==> src/rtl/program_sequencer.sv <==
// Multi-cycle fetch/latch/execute sequencer: owns the PC and IR and issues a single
// exec_en strobe per instruction, with run, single-step, stop and HALT handling.
module program_sequencer #(
    parameter int         PC_W        = 8,
    parameter int         INSTR_W     = 10,
    parameter int         PROG_LEN    = 64,
    parameter logic [3:0] HALT_OPCODE = 4'b1111
) (
    input  logic               clk,
    input  logic               reset_n,
    input  logic               start,
    input  logic               stop,
    input  logic               step_mode,
    input  logic               step,
    input  logic [INSTR_W-1:0] imem_rdata,
    input  logic               load_PC,
    input  logic [PC_W-1:0]    pc_value,
    output logic               imem_rd,
    output logic [PC_W-1:0]    imem_addr,
    output logic [INSTR_W-1:0] ir,
    output logic               exec_en,
    output logic [PC_W-1:0]    pc,
    output logic               busy,
    output logic               halted,
    output logic               jump_err,
    output logic [15:0]        instr_count
);

    typedef enum logic [2:0] {
        IDLE,
        FETCH,
        LATCH,
        EXEC,
        STEP_WAIT,
        HALTED
    } state_t;

    localparam logic [PC_W-1:0] LAST_PC    = PC_W'(PROG_LEN - 1);
    localparam logic [PC_W:0]   PROG_LEN_X = (PC_W + 1)'(PROG_LEN);

    state_t state;
    state_t state_next;
    logic   stop_pending;
    logic   halt_word;
    logic   jump_ok;

    assign halt_word = (imem_rdata[INSTR_W-1 -: 4] == HALT_OPCODE);
    assign jump_ok   = ({1'b0, pc_value} < PROG_LEN_X);
    assign imem_addr = pc;

    always_ff @(posedge clk or negedge reset_n) begin
        if (!reset_n) begin
            state <= IDLE;
        end else begin
            state <= state_next;
        end
    end

    always_comb begin
        state_next = state;
        case (state)
            IDLE:      if (start && !stop) state_next = FETCH;
            FETCH:     state_next = LATCH;
            LATCH:     state_next = halt_word ? HALTED : EXEC;
            EXEC: begin
                if (stop || stop_pending) begin
                    state_next = IDLE;
                end else if (step_mode) begin
                    state_next = STEP_WAIT;
                end else begin
                    state_next = FETCH;
                end
            end
            STEP_WAIT: begin
                if (stop) begin
                    state_next = IDLE;
                end else if (step) begin
                    state_next = FETCH;
                end
            end
            HALTED:    if (start) state_next = FETCH;
            default:   state_next = IDLE;
        endcase
    end

    always_comb begin
        imem_rd = (state == FETCH);
        exec_en = (state == EXEC);
        busy    = (state != IDLE) && (state != HALTED);
        halted  = (state == HALTED);
    end

    // A stop seen mid-instruction is remembered so the current instruction still completes.
    always_ff @(posedge clk or negedge reset_n) begin
        if (!reset_n) begin
            stop_pending <= 1'b0;
        end else if (state == EXEC) begin
            stop_pending <= 1'b0;
        end else if ((state == FETCH || state == LATCH) && stop) begin
            stop_pending <= 1'b1;
        end
    end

    always_ff @(posedge clk or negedge reset_n) begin
        if (!reset_n) begin
            pc          <= '0;
            ir          <= '0;
            instr_count <= '0;
            jump_err    <= 1'b0;
        end else begin
            jump_err <= 1'b0;
            case (state)
                LATCH: ir <= imem_rdata;
                EXEC: begin
                    instr_count <= instr_count + 16'd1;
                    if (load_PC) begin
                        if (jump_ok) begin
                            pc <= pc_value;
                        end else begin
                            pc       <= '0;
                            jump_err <= 1'b1;
                        end
                    end else begin
                        pc <= (pc == LAST_PC) ? '0 : pc + 1'b1;
                    end
                end
                HALTED: begin
                    if (start) begin
                        pc <= '0;
                        ir <= '0;
                    end
                end
                default: ;
            endcase
        end
    end

endmodule
==> config.mk <==
export PLATFORM = sky130hd
export DESIGN_NAME = program_sequencer
export DESIGN_NICKNAME = d
export VERILOG_FILES = /design/src/rtl/program_sequencer.sv
export SDC_FILE = /design/constraint.sdc
export NUM_CORES = 1
export LEC_CHECK = 0
export CAP_MARGIN = 15
export CORE_UTILIZATION = 40
export CTS_CLUSTER_DIAMETER = 30
export DETAILED_ROUTE_END_ITERATION = 8
export GPL_TIMING_DRIVEN = 0
export PLACE_DENSITY = 0.79
export SETUP_SLACK_MARGIN = 0.02
export SYNTH_ARGS = -nofsm -noshare
export SYNTH_HDL_FRONTEND = slang
export SYNTH_SLANG_ARGS = --single-unit
export TNS_END_PERCENT = 5
==> constraint.sdc <==
create_clock -name clk -period 1.55 [get_ports clk]
set_input_delay 0.31 -clock clk [delete_from_list [all_inputs] [get_ports clk]]
set_output_delay 0.31 -clock clk [all_outputs]
set_load 0.02 [all_outputs]
==> results of run 1 <==
-- path summary, 6_finish.rpt --
check,start,endpoint,slack [ns],cells after the start
worst max register to register,state[2]$_DFFE_PN0P_,instr_count[6]$_DFFE_PN0P_,0,7
worst min register to register,instr_count[15]$_DFFE_PN0P_,instr_count[15]$_DFFE_PN0P_,0.46,1
worst min-delay path,reset_n,imem_addr[3]$_DFFE_PN0P_,0.12,1
min in group clk,instr_count[15]$_DFFE_PN0P_,instr_count[15]$_DFFE_PN0P_,0.46,1
max in group asynchronous,reset_n,instr_count[3]$_DFFE_PN0P_,0.84,1
worst max-delay path,state[2]$_DFFE_PN0P_,exec_en,-0.05,4
-- cell families (layout without fill, tap and decap cells) --
logic type / after synthesis / in the layout
simple gates: 64 / 64
mux: 1 / 1
compound gates: 41 / 41
xor+xnor: 16 / 16
buf+inv: 19 / 104
flops: 39 / 39
fa+ha+maj: 2 / 2
-- cell type report --
class / instances / share of cell area (%)
plain buffers: 15 / 4.383
clock buffers: 6 / 2.809
clock inverters: 2 / 1.191
inverters: 4 / 0.5106
multi-input cells: 124 / 31.53
flip-flops and latches: 39 / 33.53
well taps: 67 / 2.851
repair buffers: 77 / 23.19
-- per-stage QoR --
step	setup TNS [ns]	util, %	cell area [um2]	hold WS (ns)
2_1_floorplan	0	-	1991	0.01441
3_3_place_gp	-31.04	58.58	2785	0.4605
3_5_place_dp	-1.862	58.47	2780	0.4656
4_1_cts	-0.07703	60.89	2895	0.1548
5_1_grt	-0.8682	61.84	2940	0.1966
6_report	-0.04620	61.84	2940	0.1240
-- power breakdown --
part / switching (mW) / internal, mW
combinational: 1.21 / 1.11
sequential: 0.326 / 1.35
clock: 0.349 / 0.521
total: 1.88 / 2.98
-- Yosys cell counts (4+ instances only) --
cell type,instances
nand2_1,16
nor2_1,13
and3_1,4
dfrtp_1,39
inv_1,4
a21o_1,4
nand3_1,6
xor2_1,5
xnor2_1,10
buf_2,4
a22oi_1,4
a22o_1,11
buf_4,8
o21ai_0,7
-- registers in the layout, summed over array words and instances, names as in the netlist --
signal and flops:
ir 10, state 3, jump_err 1, stop_pending 1
instr_count 16, imem_addr 8
-- metal layers --
metal	up-vias	GRT usage (%)	wire, um
li1	812	-	-
met1	796	22.44	1928
met2	51	29.91	2119
met3	3	4.861	226
met4	0	3.268	15
met5	-	0	0
-- cells in the final DEF (no fill, tap or decap), types with 7 or more instances in the layout --
cell,n
a22o_1,11
dfrtp_1,31
nand2_1,16
dfrtp_2,8
nor2_1,11
buf_4,24
xnor2_1,10
buf_6,7
dlygate4sd2_1,35
clkdlybuf4s50_1,23
-- what timing repair did --
action                                  4_1_cts  5_1_grt
pin swaps                                     3        3
resized for setup                            80       11
setup buffers                                 4        2
endpoints found under the setup margin       56       33
==> impl_metrics.csv, run 1 <==
group,metric,value,unit
finish,fillers,426,
sta,finalCritPeriodShare,102.9,%
pwr,power_density,1655,mW/mm2
grt,antenna_found_initial,0,
clock_network,insertion_delay,0.29,ns
synthesis,ys_dominant_reg_cell,"dfrtp_1",
clock_network,path_clk_slew,0.08,ns
critical_path,path_max_fanout,7,
synthesis,synth_nets,209,
sta,hold_violations,0,
critical_path,slowest_delay,0.40,ns
synthesis,synth_top_area_share,49.03,%
synthesis,syn_inst,182,
pwr,power.leakage,1.461,nW
drt,drtIter0Drc,68,
synthesis,synth_top_family_by_area,"simple AND/OR/NAND/NOR gates",
place,dp.cells,320,
critical_path,cp_cell_sequence,"buf_6 > and3b_1 > buf_6 > buf_6",
finish,final_cells,334,
drt,drc_errors,0,
clock_network,cts_buffers,5,
critical_path,worst_ep_required_time,1.24,ns
drt,routed_wl,4290,um
synthesis,yosys.cell_types.count,43,
grt,grt_use_total,17.54,%
clock_network,cts_tree,"yes",
sta,period_minus_slack,1.596,ns
place,gp_congestion,0.7254,
finish,fin_nets,293,
outcome,violations,"setup timing",
sta,slew_violations,0,
sta,setup_violations,2,
synthesis,post-synth-top-area-cell,"dfrtp_1",
critical_path,cp_common_cell,"buf_6",
place,place_ws,-0.3314,ns
critical_path,cp_num_buf_inv,3,
die,start_util,41.87,%
finish,seqCellArea,985.9,um2
finish,multi_input_area,927.1,um2
die,core_area,0.004755,mm2
grt,grt-ovfl-total,0,
finish,syn2layout_area_growth,47.71,%
synthesis,avgSynthCellArea,10.94,um2
place,port_buffers,71,
die,die_x,72.55,um
synthesis,synthMuxAreaShare,0.5657,%
outcome,status,"complete, but fails checks",
drt,first_pass_iters,4,
sta,worst_pin_slew,0.8517,ns
clock_network,cts.sinks,39,
drt,wire_per_inst,12.84,um
synthesis,synth_compound_area_share,15.84,%
critical_path,arrival,1.29,ns
sta,max_freq,0.6267,GHz
grt,grt_pass1_wl,7203,um
critical_path,critPathTopFamily,"flip-flops",
critical_path,criticalPathCategory,"reg -> out",
synthesis,synth_simple_gate_area_share,19.42,%
grt,grt_pass1_vias,1579,
sta,finClkSkew,0.006255,ns
drt,vias,1662,
flow_run,cap_violations,0,
grt,grt_max_degree,40,
clock_network,ctsHoldBuffers,0,
sta,rsz0062_at_grt,"true",
synthesis,synth_xor_xnor_area_share,7.417,%
synthesis,synth-seq-cells,39,
finish,drive_gt1_share,25.09,%
critical_path,cp_slowest_cell,"dfrtp_1",
die,std_cell_rows,25,
clock_network,clockBufferDepth,2,
synthesis,synth.area.top_cells,"dfrtp_1, a22o_1, xnor2_1, buf_4, nand2_1",
critical_path,crit_path_end_kind,"output port",
place,hpwl,3021,um
min_path,hp-class,"in -> async",
pwr,ir_worst_vdd,1.039,mV
drt,ant_nets,0,
pwr,p_total,4.866,mW
drt,vias_per_cell,4.976,
die,pin_count,72,
synthesis,async_reset_ff_share,100.0,%
synthesis,ys_warn_count,0,
clock_network,clockRootBuffer,"clkbuf_8",
finish,diodes,0,
clock_network,htreeDepth,2,
synthesis,synth-edff-count,0,
sta,relSlewSlack,43.22,%
sta,layout_setup_ws,-0.04569,ns
synthesis,synthesis.area,0.001991,mm2
die,die_area,0.005263,mm2
die,die_h,72.55,um
synthesis,ys_seq_area_share,49.03,%
critical_path,start_kind,"flop",
synthesis,synthAdderAreaFrac,1.257,%
Power figures use the tool's default switching activity.
==> run 2: changes to the inputs <==
Settings changed: RECOVER_POWER from default to 25.
==> run 2 against run 1 <==
The flow still finishes with violations (setup timing). Sequential share of layout area unchanged. Hold slack improved by 0.033 ns. Setup slack unchanged. Die area unchanged. Power about the same. Critical endpoint unchanged.
==> impl_metrics.csv, run 2 (same netlist as run 1, synthesis figures left out) <==
group,metric,value,unit
critical_path,cp_common_cell,"buf_6",
sta,setup_violations,2,
pwr,power.leakage,1.462,nW
finish,largest_register_ffs,16,
finish,final_cell_mix,"dlygate4sd2_1, dfrtp_1, buf_4",
min_path,hp-class,"in -> async",
clock_network,clockRootBuffer,"clkbuf_8",
flow_run,cap_violations,0,
sta,max_freq,0.6267,GHz
finish,drive_gt1_share,25.09,%
place,gp_congestion,0.7254,
die,std_cell_rows,25,
critical_path,cp_cell_sequence,"buf_6 > and3b_1 > buf_6 > buf_6",
place,dp.cells,320,
critical_path,arrival,1.29,ns
finish,fillers,426,
critical_path,criticalPathCategory,"reg -> out",
critical_path,slowest_delay,0.40,ns
die,pin_count,72,
grt,grt_use_total,17.54,%
drt,wire_per_inst,12.84,um
sta,layout_setup_ws,-0.04569,ns
finish,syn2layout_area_growth,47.71,%
clock_network,insertion_delay,0.29,ns
critical_path,path_max_fanout,7,
die,core_area,0.004755,mm2
clock_network,cts_buffers,5,
die,die_x,72.55,um
sta,finalCritPeriodShare,102.9,%
sta,whs,0.1569,ns
place,port_buffers,71,
pwr,p_total,4.866,mW
finish,largest_register,"instr_count",
clock_network,clockBufferDepth,2,
sta,tns,-0.04620,ns
drt,drtIter0Drc,68,
critical_path,crit_path_end_kind,"output port",
sta,relSlewSlack,36.45,%
sta,rsz0062_at_grt,"true",
sta,slew_violations,0,
outcome,status,"complete, but fails checks",
die,die_area,0.005263,mm2
grt,grt_max_degree,40,
critical_path,start_kind,"flop",
finish,layout_commonest_cell,"dlygate4sd2_1",
sta,finClkSkew,0.006255,ns
grt,grt_pass1_vias,1579,
drt,ant_nets,0,
grt,antenna_found_initial,0,
place,place_area,0.002780,mm2
sta,hold_violations,0,
die,start_util,41.87,%
sta,period_minus_slack,1.596,ns
pwr,power_density,1655,mW/mm2
drt,vias_per_cell,4.976,
clock_network,htreeDepth,2,
die,die_h,72.55,um
finish,final_cells,334,
sta,worst_pin_slew,0.9532,ns
grt,grt_pass1_wl,7203,um
drt,routed_wl,4289,um
critical_path,worst_ep_required_time,1.24,ns
finish,fin_nets,293,
drt,drc_errors,0,
clock_network,cts_tree,"yes",
drt,vias,1662,
pwr,ir_worst_vdd,1.039,mV
place,hpwl,3021,um
critical_path,cp_slowest_cell,"dfrtp_1",
outcome,violations,"setup timing",
grt,grt-ovfl-total,0,
clock_network,cts.sinks,39,
clock_network,ctsHoldBuffers,0,
finish,diodes,0,
drt,first_pass_iters,4,
finish,fin_area,0.002940,mm2
clock_network,path_clk_slew,0.08,ns
run 2: cell type report:
class                      count  area [um2]  area share, %
timing repair buffer          77       681.9          23.19
sequential                    39       985.9          33.53
multi-input combinational    124       927.1          31.53
clock buffer                   6       82.58          2.809
buffer                        15       128.9          4.383
inverter                       4       15.01         0.5106
clock inverter                 2       35.03          1.191
tap                           67       83.83          2.851
run 2: worst max-delay path: cells and delay by family (launching register included):
kind,cells,cell delay [ns]
simple gates,1,0.21
buf+inv,3,0.39
flops,1,0.40
run 2: worst paths after layout:
path,slack (ns),from,end,cells past startpoint
setup / recovery,-0.05,state[2]$_DFFE_PN0P_,exec_en,4
hold / removal,0.16,reset_n,imem_addr[3]$_DFFE_PN0P_,1
setup reg to reg,0,state[2]$_DFFE_PN0P_,instr_count[6]$_DFFE_PN0P_,7
hold reg to reg,0.46,instr_count[15]$_DFFE_PN0P_,instr_count[15]$_DFFE_PN0P_,1
max in group asynchronous,0.74,reset_n,instr_count[3]$_DFFE_PN0P_,1
min in group clk,0.46,instr_count[15]$_DFFE_PN0P_,instr_count[15]$_DFFE_PN0P_,1
run 2: routing by layer:
metal  vias to the layer above  track usage [%]  wire, um
li1                        812                -         -
met1                       796            22.44      1928
met2                        51            29.91      2119
met3                         3            4.861       226
met4                         0            3.268        15
met5                         -                0         0
run 2: report_power, final:
group | leakage (nW) | switching [mW] | internal (mW)
combinational | 0.904 | 1.21 | 1.11
sequential | 0.496 | 0.326 | 1.35
clock | 0.0612 | 0.349 | 0.521
total | 1.46 | 1.88 | 2.98
run 2: stage by stage:
stage / util (%) / worst slack (ns)
floorplan: - / 0.01687
global placement: 58.58 / -0.7596
detailed placement: 58.47 / -0.3314
CTS: 60.89 / -0.05094
global route: 61.84 / -0.1051
finish: 61.84 / -0.04569
run 2: timing repair:
action,CTS,global route
setup buffers,4,2
setup endpoints to repair,56,33
pin swaps,3,3
gates resized for setup,80,11
==> run 3: changes to the inputs <==
Settings changed: CTS_CLUSTER_SIZE from default to 40.
==> results of run 3 <==
No change in the layout: final DEF, timing and power equal those of run 2.
